==> src/rtl/fill_arbiter_pkg.sv <==
// Shared widths, tag-word field positions, port identifiers and FSM encoding
// for the DRAM-cache fill arbiter.
package fill_arbiter_pkg;

   localparam int AXI_ADDR_WIDTH = 64;
   localparam int AXI_DATA_WIDTH = 64;
   localparam int AXI_ID_WIDTH   = 4;
   localparam int OFFSET_WIDTH   = 6;
   localparam int INDEX_WIDTH    = 16;
   localparam int BLANK_WIDTH    = 4;
   localparam int TAG_WIDTH      = AXI_ADDR_WIDTH - INDEX_WIDTH - OFFSET_WIDTH;
   localparam int TAG_SIZE       = 2 + TAG_WIDTH + BLANK_WIDTH;

   // Tag-word flag positions counted down from the tag-word MSB
   localparam int TW_VALID_FROM_MSB = 0;
   localparam int TW_DIRTY_FROM_MSB = 1;

   typedef enum logic {
      S_IDLE = 1'b0,
      S_SEND = 1'b1
   } state_e;

   typedef enum logic {
      PORT_A = 1'b0,
      PORT_B = 1'b1
   } port_e;

endpackage

==> src/rtl/fill_arbiter_rr_arbiter2.sv <==
// Two-way round-robin arbiter: a lone requester wins, a tie goes to the port
// that did not win last time.
module fill_arbiter_rr_arbiter2
   import fill_arbiter_pkg::*;
(
   input  logic  clk,
   input  logic  rst_n,
   input  logic  req_a_i,
   input  logic  req_b_i,
   input  logic  en_i,
   output logic  gnt_a_o,
   output logic  gnt_b_o,
   output port_e port_o
);

   port_e last_q;
   port_e last_d;

   // grant decision and last-winner update
   always_comb begin
      gnt_a_o = 1'b0;
      gnt_b_o = 1'b0;
      if (!en_i) begin
         gnt_a_o = 1'b0;
      end else if (req_a_i && req_b_i) begin
         if (last_q == PORT_B) begin
            gnt_a_o = 1'b1;
         end else begin
            gnt_b_o = 1'b1;
         end
      end else if (req_a_i) begin
         gnt_a_o = 1'b1;
      end else if (req_b_i) begin
         gnt_b_o = 1'b1;
      end else begin
         gnt_a_o = 1'b0;
      end

      if (gnt_a_o) begin
         last_d = PORT_A;
      end else if (gnt_b_o) begin
         last_d = PORT_B;
      end else begin
         last_d = last_q;
      end

      port_o = gnt_b_o ? PORT_B : PORT_A;
   end

   // last-winner register; reset to B so port A wins the first tie
   always_ff @(posedge clk or negedge rst_n) begin
      if (!rst_n) begin
         last_q <= PORT_B;
      end else begin
         last_q <= last_d;
      end
   end

endmodule

==> src/rtl/fill_arbiter.sv <==
// Merges dirty fills (port A) and clean refills (port B) into single-beat AXI
// writes of {valid, dirty, tag, blank, data}, bounding outstanding B responses.
module fill_arbiter
   import fill_arbiter_pkg::*;
#(
   parameter int ADDR_WIDTH      = AXI_ADDR_WIDTH,
   parameter int DATA_WIDTH      = AXI_DATA_WIDTH,
   parameter int ID_WIDTH        = AXI_ID_WIDTH,
   parameter int TAG_SIZE        = fill_arbiter_pkg::TAG_SIZE,
   parameter int TAG_WIDTH       = fill_arbiter_pkg::TAG_WIDTH,
   parameter int BLANK_WIDTH     = fill_arbiter_pkg::BLANK_WIDTH,
   parameter int INDEX_WIDTH     = fill_arbiter_pkg::INDEX_WIDTH,
   parameter int OFFSET_WIDTH    = fill_arbiter_pkg::OFFSET_WIDTH,
   parameter int MAX_OUTSTANDING = 8
) (
   input  logic                           clk,
   input  logic                           rst_n,
   input  logic                           fill_valid_i,
   output logic                           fill_ready_o,
   input  logic [ADDR_WIDTH+DATA_WIDTH-1:0] fill_data_i,
   input  logic                           refill_valid_i,
   output logic                           refill_ready_o,
   input  logic [ADDR_WIDTH+DATA_WIDTH-1:0] refill_data_i,
   output logic                           awvalid_o,
   input  logic                           awready_i,
   output logic [ID_WIDTH-1:0]            awid_o,
   output logic [ADDR_WIDTH-1:0]          awaddr_o,
   output logic                           wvalid_o,
   input  logic                           wready_i,
   output logic [TAG_SIZE+DATA_WIDTH-1:0] wdata_o,
   output logic                           wlast_o,
   input  logic                           bvalid_i,
   output logic                           bready_o,
   input  logic [ID_WIDTH-1:0]            bid_i
);

   localparam int LINE_W    = ADDR_WIDTH + DATA_WIDTH;
   localparam int IO_W      = INDEX_WIDTH + OFFSET_WIDTH;
   localparam int WORD_W    = TAG_SIZE + DATA_WIDTH;
   localparam int VALID_POS = TAG_SIZE - 1 - TW_VALID_FROM_MSB;
   localparam int DIRTY_POS = TAG_SIZE - 1 - TW_DIRTY_FROM_MSB;
   localparam int CRED_W    = $clog2(MAX_OUTSTANDING + 1);
   localparam logic [CRED_W-1:0] CRED_MAX = CRED_W'(MAX_OUTSTANDING);
   localparam logic [CRED_W-1:0] CRED_ONE = CRED_W'(1);

   state_e              state_q, state_d;
   logic                awvalid_q, awvalid_d;
   logic                wvalid_q, wvalid_d;
   logic [ID_WIDTH-1:0] awid_q, awid_d;
   logic [ADDR_WIDTH-1:0] awaddr_q, awaddr_d;
   logic [WORD_W-1:0]   wdata_q, wdata_d;
   logic [CRED_W-1:0]   credits_q, credits_d;

   logic                arb_en_s;
   logic                gnt_a_s;
   logic                gnt_b_s;
   logic                grant_s;
   logic                b_dec_s;
   port_e               port_s;
   logic [LINE_W-1:0]   sel_line_s;
   logic [ADDR_WIDTH-1:0] sel_addr_s;
   logic [DATA_WIDTH-1:0] sel_data_s;
   logic [TAG_SIZE-1:0] tag_word_s;
   logic                unused_bid_s;

   assign arb_en_s       = (state_q == S_IDLE) && (credits_q < CRED_MAX);
   assign grant_s        = gnt_a_s | gnt_b_s;
   assign b_dec_s        = bvalid_i && (credits_q != {CRED_W{1'b0}});
   assign fill_ready_o   = gnt_a_s;
   assign refill_ready_o = gnt_b_s;
   assign awvalid_o      = awvalid_q;
   assign wvalid_o       = wvalid_q;
   assign awid_o         = awid_q;
   assign awaddr_o       = awaddr_q;
   assign wdata_o        = wdata_q;
   assign wlast_o        = 1'b1;
   assign bready_o       = 1'b1;
   assign unused_bid_s   = ^bid_i;

   fill_arbiter_rr_arbiter2 u_rr (
      .clk     (clk),
      .rst_n   (rst_n),
      .req_a_i (fill_valid_i),
      .req_b_i (refill_valid_i),
      .en_i    (arb_en_s),
      .gnt_a_o (gnt_a_s),
      .gnt_b_o (gnt_b_s),
      .port_o  (port_s)
   );

   // granted line and its stored tag word
   always_comb begin
      if (gnt_b_s) begin
         sel_line_s = refill_data_i;
      end else begin
         sel_line_s = fill_data_i;
      end
      sel_addr_s = sel_line_s[LINE_W-1 -: ADDR_WIDTH];
      sel_data_s = sel_line_s[DATA_WIDTH-1:0];
      tag_word_s = {TAG_SIZE{1'b0}};
      tag_word_s[VALID_POS] = 1'b1;
      tag_word_s[DIRTY_POS] = (port_s == PORT_A);
      tag_word_s[BLANK_WIDTH +: TAG_WIDTH] = sel_addr_s[ADDR_WIDTH-1:IO_W];
   end

   // grant/send sequencing; payload frozen from grant until both handshakes
   always_comb begin
      state_d   = state_q;
      awvalid_d = awvalid_q;
      wvalid_d  = wvalid_q;
      awid_d    = awid_q;
      awaddr_d  = awaddr_q;
      wdata_d   = wdata_q;
      case (state_q)
         S_IDLE: begin
            if (grant_s) begin
               state_d   = S_SEND;
               awvalid_d = 1'b1;
               wvalid_d  = 1'b1;
               awid_d    = ID_WIDTH'((port_s == PORT_B) ? 1'b1 : 1'b0);
               awaddr_d  = ADDR_WIDTH'(sel_addr_s[IO_W-1:0]);
               wdata_d   = {tag_word_s, sel_data_s};
            end else begin
               state_d = S_IDLE;
            end
         end
         S_SEND: begin
            awvalid_d = awvalid_q & ~awready_i;
            wvalid_d  = wvalid_q & ~wready_i;
            if (!awvalid_d && !wvalid_d) begin
               state_d = S_IDLE;
            end else begin
               state_d = S_SEND;
            end
         end
         default: begin
            state_d   = S_IDLE;
            awvalid_d = 1'b0;
            wvalid_d  = 1'b0;
         end
      endcase
   end

   // outstanding-write credits; a B response with nothing outstanding is dropped
   always_comb begin
      case ({grant_s, b_dec_s})
         2'b10:   credits_d = credits_q + CRED_ONE;
         2'b01:   credits_d = credits_q - CRED_ONE;
         default: credits_d = credits_q;
      endcase
   end

   // state, handshake and payload registers
   always_ff @(posedge clk or negedge rst_n) begin
      if (!rst_n) begin
         state_q   <= S_IDLE;
         awvalid_q <= 1'b0;
         wvalid_q  <= 1'b0;
         awid_q    <= {ID_WIDTH{1'b0}};
         awaddr_q  <= {ADDR_WIDTH{1'b0}};
         wdata_q   <= {WORD_W{1'b0}};
         credits_q <= {CRED_W{1'b0}};
      end else begin
         state_q   <= state_d;
         awvalid_q <= awvalid_d;
         wvalid_q  <= wvalid_d;
         awid_q    <= awid_d;
         awaddr_q  <= awaddr_d;
         wdata_q   <= wdata_d;
         credits_q <= credits_d;
      end
   end

endmodule
==> config.mk <==
export PLATFORM = sky130hd
export DESIGN_NAME = fill_arbiter
export DESIGN_NICKNAME = d
export VERILOG_FILES = /design/src/rtl/fill_arbiter_pkg.sv /design/src/rtl/fill_arbiter_rr_arbiter2.sv /design/src/rtl/fill_arbiter.sv
export SDC_FILE = /design/constraint.sdc
export NUM_CORES = 1
export LEC_CHECK = 0
export CAP_MARGIN = 30
export CORE_AREA = 5 5 174 176
export CTS_CLUSTER_SIZE = 12
export DETAILED_ROUTE_END_ITERATION = 8
export DIE_AREA = 0 0 179 181
export GPL_ROUTABILITY_DRIVEN = 0
export REMOVE_ABC_BUFFERS = 1
export SYNTH_ARGS = -nofsm -noshare
export SYNTH_HDL_FRONTEND = slang
export SYNTH_HIERARCHICAL = 1
export SYNTH_SLANG_ARGS = --single-unit
==> constraint.sdc <==
create_clock -name clk -period 2.48 [get_ports clk]
set_input_delay 0.496 -clock clk [delete_from_list [all_inputs] [get_ports clk]]
set_output_delay 0.496 -clock clk [all_outputs]
set_load 0.02 [all_outputs]
Word-level counts from Yosys, hierarchy flattened
Cells that the tools add are included.
Widths: inputs -> output; s select.
{"block": "op_classes", "eq_ne": 3, "n_lt_le_gt_ge": 1, "bitwise_logic": 7, "n_addsub": 2, "reduce_logical": 10, "muxes": 21}
{"operator": "$mux 128", "n": 1}
{"operator": "$mux 1", "n": 16}
{"operator": "$pmux 4 s2", "n": 1}
{"operator": "$pmux 1 s2", "n": 3}
{"operator": "$add 4x1->4 const B", "n": 1}
{"operator": "$logic_and 1x1->1", "n": 4}
{"operator": "$lt 4x4->1 const B", "n": 1}
{"operator": "$not 1->1", "n": 4}
{"operator": "$reduce_bool 2->1", "n": 2}
{"operator": "$reduce_bool 4->1", "n": 1}
{"operator": "$sub 4x1->4 const B", "n": 1}
{"operator": "$and 1x1->1", "n": 2}
{"operator": "$eq 2x1->1 const B", "n": 1}
{"operator": "$eq 2x2->1 const B", "n": 1}
{"operator": "$logic_not 1->1", "n": 2}
{"operator": "$ne 2x2->1 const B", "n": 1}
{"operator": "$reduce_and 2->1", "n": 1}
{"operator": "$or 1x1->1", "n": 1}
{"block": "word_totals", "reg_bits": 142, "inputBits": 267}

Longest topological paths before layout
{"block": "depth", "ltp_word": 7, "mapped_depth": 12, "mapped_depth_nobuf": 11}

Modules after synthesis
The synthesis kept the hierarchy.
{"module": "fill_arbiter", "seq_area_each_um2": 3453.3, "cells_per_inst": 652, "n_inst": 1, "area_each_um2": 6779.0}
{"module": "fill_arbiter_rr_arbiter2", "seq_area_each_um2": 26.3, "cells_per_inst": 9, "n_inst": 1, "area_each_um2": 70.1}

Worst setup path after synthesis
No wires, ideal clock.
{"block": "synth_timing", "path_type": "flip-flop to flip-flop", "startpoint": "register state_q", "endpoint": "register credits_q[2]", "setup_ps": 125, "stages_incl_launch_ff": 13, "arrival_ps": 2422, "setup_slack_ps": -67, "path_cell_list": "dfrtp_1 -> nor2_1 -> nand2_1 -> a21oi_1 -> buf_2 -> nor2_1 -> ha_1 -> xor2_1 -> ha_1 -> a21oi_1 -> xor2_1 -> nor2_1 -> xor2_1"}
{"block": "synth_via", "elab_chain_cells": 6, "word_cells_on_any_way": 9, "classes_between": "2 x eq/ne; 3 x mux; 2 x bitwise; 2 x reduce/logical"}
{"element": "start: declaration", "line_no": "fill_arbiter.sv:46", "text": "state_e state_q, state_d;"}
{"element": "start signal: assignment", "line_no": "fill_arbiter.sv:164", "text": "state_q <= state_d;"}
{"element": "$not 1->1 (no line) (*)"}
{"element": "$logic_and 1x1->1 (*)", "line_no": "fill_arbiter.sv:66", "text": "assign arb_en_s = (state_q == S_IDLE) && (credits_q < CRED_MAX);"}
{"element": "via arb_en_s", "line_no": "fill_arbiter.sv:54", "text": "logic arb_en_s;"}
{"element": "$mux 1 (*)", "line_no": "fill_arbiter_rr_arbiter2.sv:23", "text": "if (!en_i) begin"}
{"element": "via refill_ready_o", "line_no": "fill_arbiter.sv:22", "text": "output logic refill_ready_o,"}
{"element": "$or 1x1->1 (*)", "line_no": "fill_arbiter.sv:67", "text": "assign grant_s = gnt_a_s | gnt_b_s;"}
{"element": "$eq 2x1->1 / $eq 2x2->1 (equally long branches)", "line_no": "fill_arbiter.sv:146", "text": "case ({grant_s, b_dec_s})"}
{"element": "$pmux 4 s2 / $reduce_bool 2->1 (equally long branches)"}
{"element": "end signal: assignment", "line_no": "fill_arbiter.sv:162", "text": "credits_q <= {CRED_W{1'b0}};"}
{"element": "end signal: assignment", "line_no": "fill_arbiter.sv:170", "text": "credits_q <= credits_d;"}
{"element": "end: declaration", "line_no": "fill_arbiter.sv:52", "text": "logic [CRED_W-1:0] credits_q, credits_d;"}
The timed path passes the listed nets; every way through them passes the cells marked *.
A chain may end at the register's enable or synchronous reset.

Worst setup path after layout
{"block": "layout_timing", "startpoint": "register state_q", "endpoint": "output port fill_ready_o"}
{"block": "layout_via", "elab_chain_cells": 3}
{"element": "$not 1->1 (no line)"}
{"element": "$logic_and 1x1->1", "line_no": "fill_arbiter.sv:66"}
{"element": "via arb_en_s", "line_no": "fill_arbiter.sv:54"}
{"element": "$mux 1", "line_no": "fill_arbiter_rr_arbiter2.sv:23"}
{"element": "end: declaration", "line_no": "fill_arbiter.sv:19", "text": "output logic fill_ready_o,"}
The timed path passes the listed nets, and every way through them passes these cells.

==> results.md <==
- Most common cell after layout, fill and taps aside: clkdlybuf4s50_1
- EDFF count, synth: 0
- Pwr Total: 13.5 mW
- Buffers on Ports: 397
- First drt pass iteration count: 4
- Via-to-Cell Ratio: 4.05
- WP data arrival: about 1700 ps
- Die Y: 181 um
- Diode count: 0
- Initial antenna violation count: 0
- Avg Inst Size Synth: around 10 um2
- Area Overhead vs Synth: 71.7%
- Cells after DPL: 1434
- Tmin final: 2240 ps
- Pwr dens: 1140 nW/um2
- Vias in the first global route: 6191
- Worst vdd ir: between 0.0003 and 0.0004 V
- Total clock sinks: 139
- Sequential area share after synthesis: 0.508
- Layout cell share with drive strength beyond 1: 0.0693
- Hpwl dp: 18.4 mm
- Worst-path clk slew: about 70 ps
- Max Slew Vio Count: 0
- CP Cell Sequence: nor2_1 -> nand2_1 -> a21oi_1 -> buf_4 -> dlygate4sd2_1
- Worst path bufs/invs: 2
- Total of max-cap violations: 0
- Worst Path Required: 1980 ps
- Die Area: 32400 um2
- DP Area: 11200 um2
- CTS Buffer Depth: 2
- Io pins: 453
- Kind of critical path: reg -> out
- Final hold violation count: 0
- Tot GR Track Use: 0.133
- Finished layout cell area: 11800 um2
- CTS root buf: clkbuf_16
- Post-DRT Antenna Nets: 0
- Initial detailed-routing violation count: roughly 160
- Finished Layout Cells: 1466
- Final period util: 0.901
- Netlist Area Pre-Place: about 7000 um2
- Syn. warnings: 6
- Worst path top cell family by delay: buffers and inverters
- Synth cell types: 29
- P_leak: between 4 and 5 nW
- Number of H-tree levels: 4
- Routed wire length: 22.5 mm
- Initial Util: 0.241
- Fin nets: between 1000 and 1500
- Largest net degree at the start of global routing: 78
- Die X: 179 um
- HP Class: in -> async
- DRC viols: 0
- Most frequent cells in the layout: clkdlybuf4s50_1 (394), dfrtp_1 (138), nand2_1 (131), mux2i_1 (129), o21ai_1 (99)
- Asr flop ratio synth: 1.00
- Postcts setup bufs: 0
- FF+latch count, synth: roughly 140
- GR Overflow Total: 0
- CP max stage delay: between 400 and 500 ps
- Routed vias: 5934
- RSZ-0062 raised after global routing: no
- Clock Skews: 12.5 ps
- Setup crit end kind: primary output
- Hold_ws: 63.0 ps
- Status: complete, no violations
- Final setup vio count: 0
- Global-route wire length before repair: 33.7 mm
- Post-synthesis cell count: 661
- Row Count: 62
- Worst skew pair latency: ~410 ps
- Critical path startpoint category: flip-flop
- CTS Buf Count: 17
- Area of the core: 28500 um2
- Routed len/inst: 15.4 um
- Critical path fanouts, max: 6
- CP max-delay cell: dfrtp_1
- Fmax: between 0.4 and 0.5 GHz
- Post-synth top flop: dfrtp_1
- TritonCTS clock tree: yes
[metrics by stage]
stage	setup slack, ps	setup TNS [ps]	utilization
global route	123	0	0.413
detailed placement	-87.9	-178	0.393
floorplan	-11820	-1589500	-
global placement	-37.1	-65.8	0.393
finish	245	0	0.413
CTS	200	0	0.413
[layer usage]
layer	vias to the layer above	wire length [um]	GRT usage
li1	2963	-	-
met1	2704	8750	0.151
met2	256	11400	0.238
met3	11	2200	0.0502
met4	0	197	0.0243
met5	-	0	0
[logic make-up after synthesis]
| kind of cell | synth area share |
|---|---|
| other cells | 0.00110 |
| fa+ha+maj | 0.00548 |
| flops | 0.508 |
| mux | 0.192 |
| xor+xnor | 0.00639 |
| simple gates | 0.0837 |
| compound gates | 0.104 |
| buf+inv | 0.0990 |
[flip-flops by register name (all words and copies together), names as in the netlist]
name	flops
u_rr/last_q	1
awid_o	1
awvalid_o	1
credits_q	4
wdata_o	108
awaddr_o	22
state_q	1
wvalid_o	1
[worst reg2reg max path, stage by stage, from the launching register on]
cell     delay (ps)
dfrtp_1         430
nor2_1          180
nand2_1         130
a21oi_4         140
nor2_1           80
buf_4           140
ha_1            330
nor4b_1         270
a31oi_1         120
o41ai_1          90
xor2_1          170
[worst paths after layout]
path	cells after the start	slack (ps)	end	from
worst max-delay path	5	240	fill_ready_o	state_q
worst min-delay path	2	60	wdata_o[80]	rst_n
worst max register to register	10	340	credits_q[3]	state_q
worst min register to register	1	470	wdata_o[111]	wdata_o[111]
max in group asynchronous	2	2010	awaddr_o[14]	rst_n
min in group clk	1	470	wdata_o[111]	wdata_o[111]
[power by group]
part / internal (mW) / total [mW] / switching [mW] / leakage, nW
Combinational: 3.33 / 6.98 / 3.65 / 2.88
Clock: 1.50 / 2.53 / 1.03 / 0.264
Sequential: 3.36 / 3.96 / 0.598 / 1.72
[repair_timing]
action / CTS / global route
endpoints found under the setup margin: 2 / 0
gates resized for setup: 2 / 0
hold buffers: 0 / 0
[synth_stat cells (2+ instances only)]
master,instances,share of area
o21ai_1,99,0.072
xor2_1,4,0.0051
ha_1,3,0.0055
mux2i_1,129,0.19
nor2_1,3,0.0016
nand2_1,131,0.072
buf_2,14,0.010
nand2b_1,3,0.0027
clkbuf_1,16,0.0088
a21oi_1,5,0.0037
o21ai_0,30,0.022
a31oi_1,2,0.0018
nor3_1,3,0.0022
conb_1,2,0.0011
nor4b_1,2,0.0026
dfrtp_1,138,0.50
buf_4,53,0.058
buf_6,13,0.021
[area by class of cell]
type,instances,area [um2]
clock buffers,20,437
inverters,1,3.75
fillers,2847,16700
multi-input cells,474,2890
repair buffers,436,4330
well taps,384,480
clock inverters,12,141
flip-flops and latches,139,3480
Power figures use the tool's default switching activity.
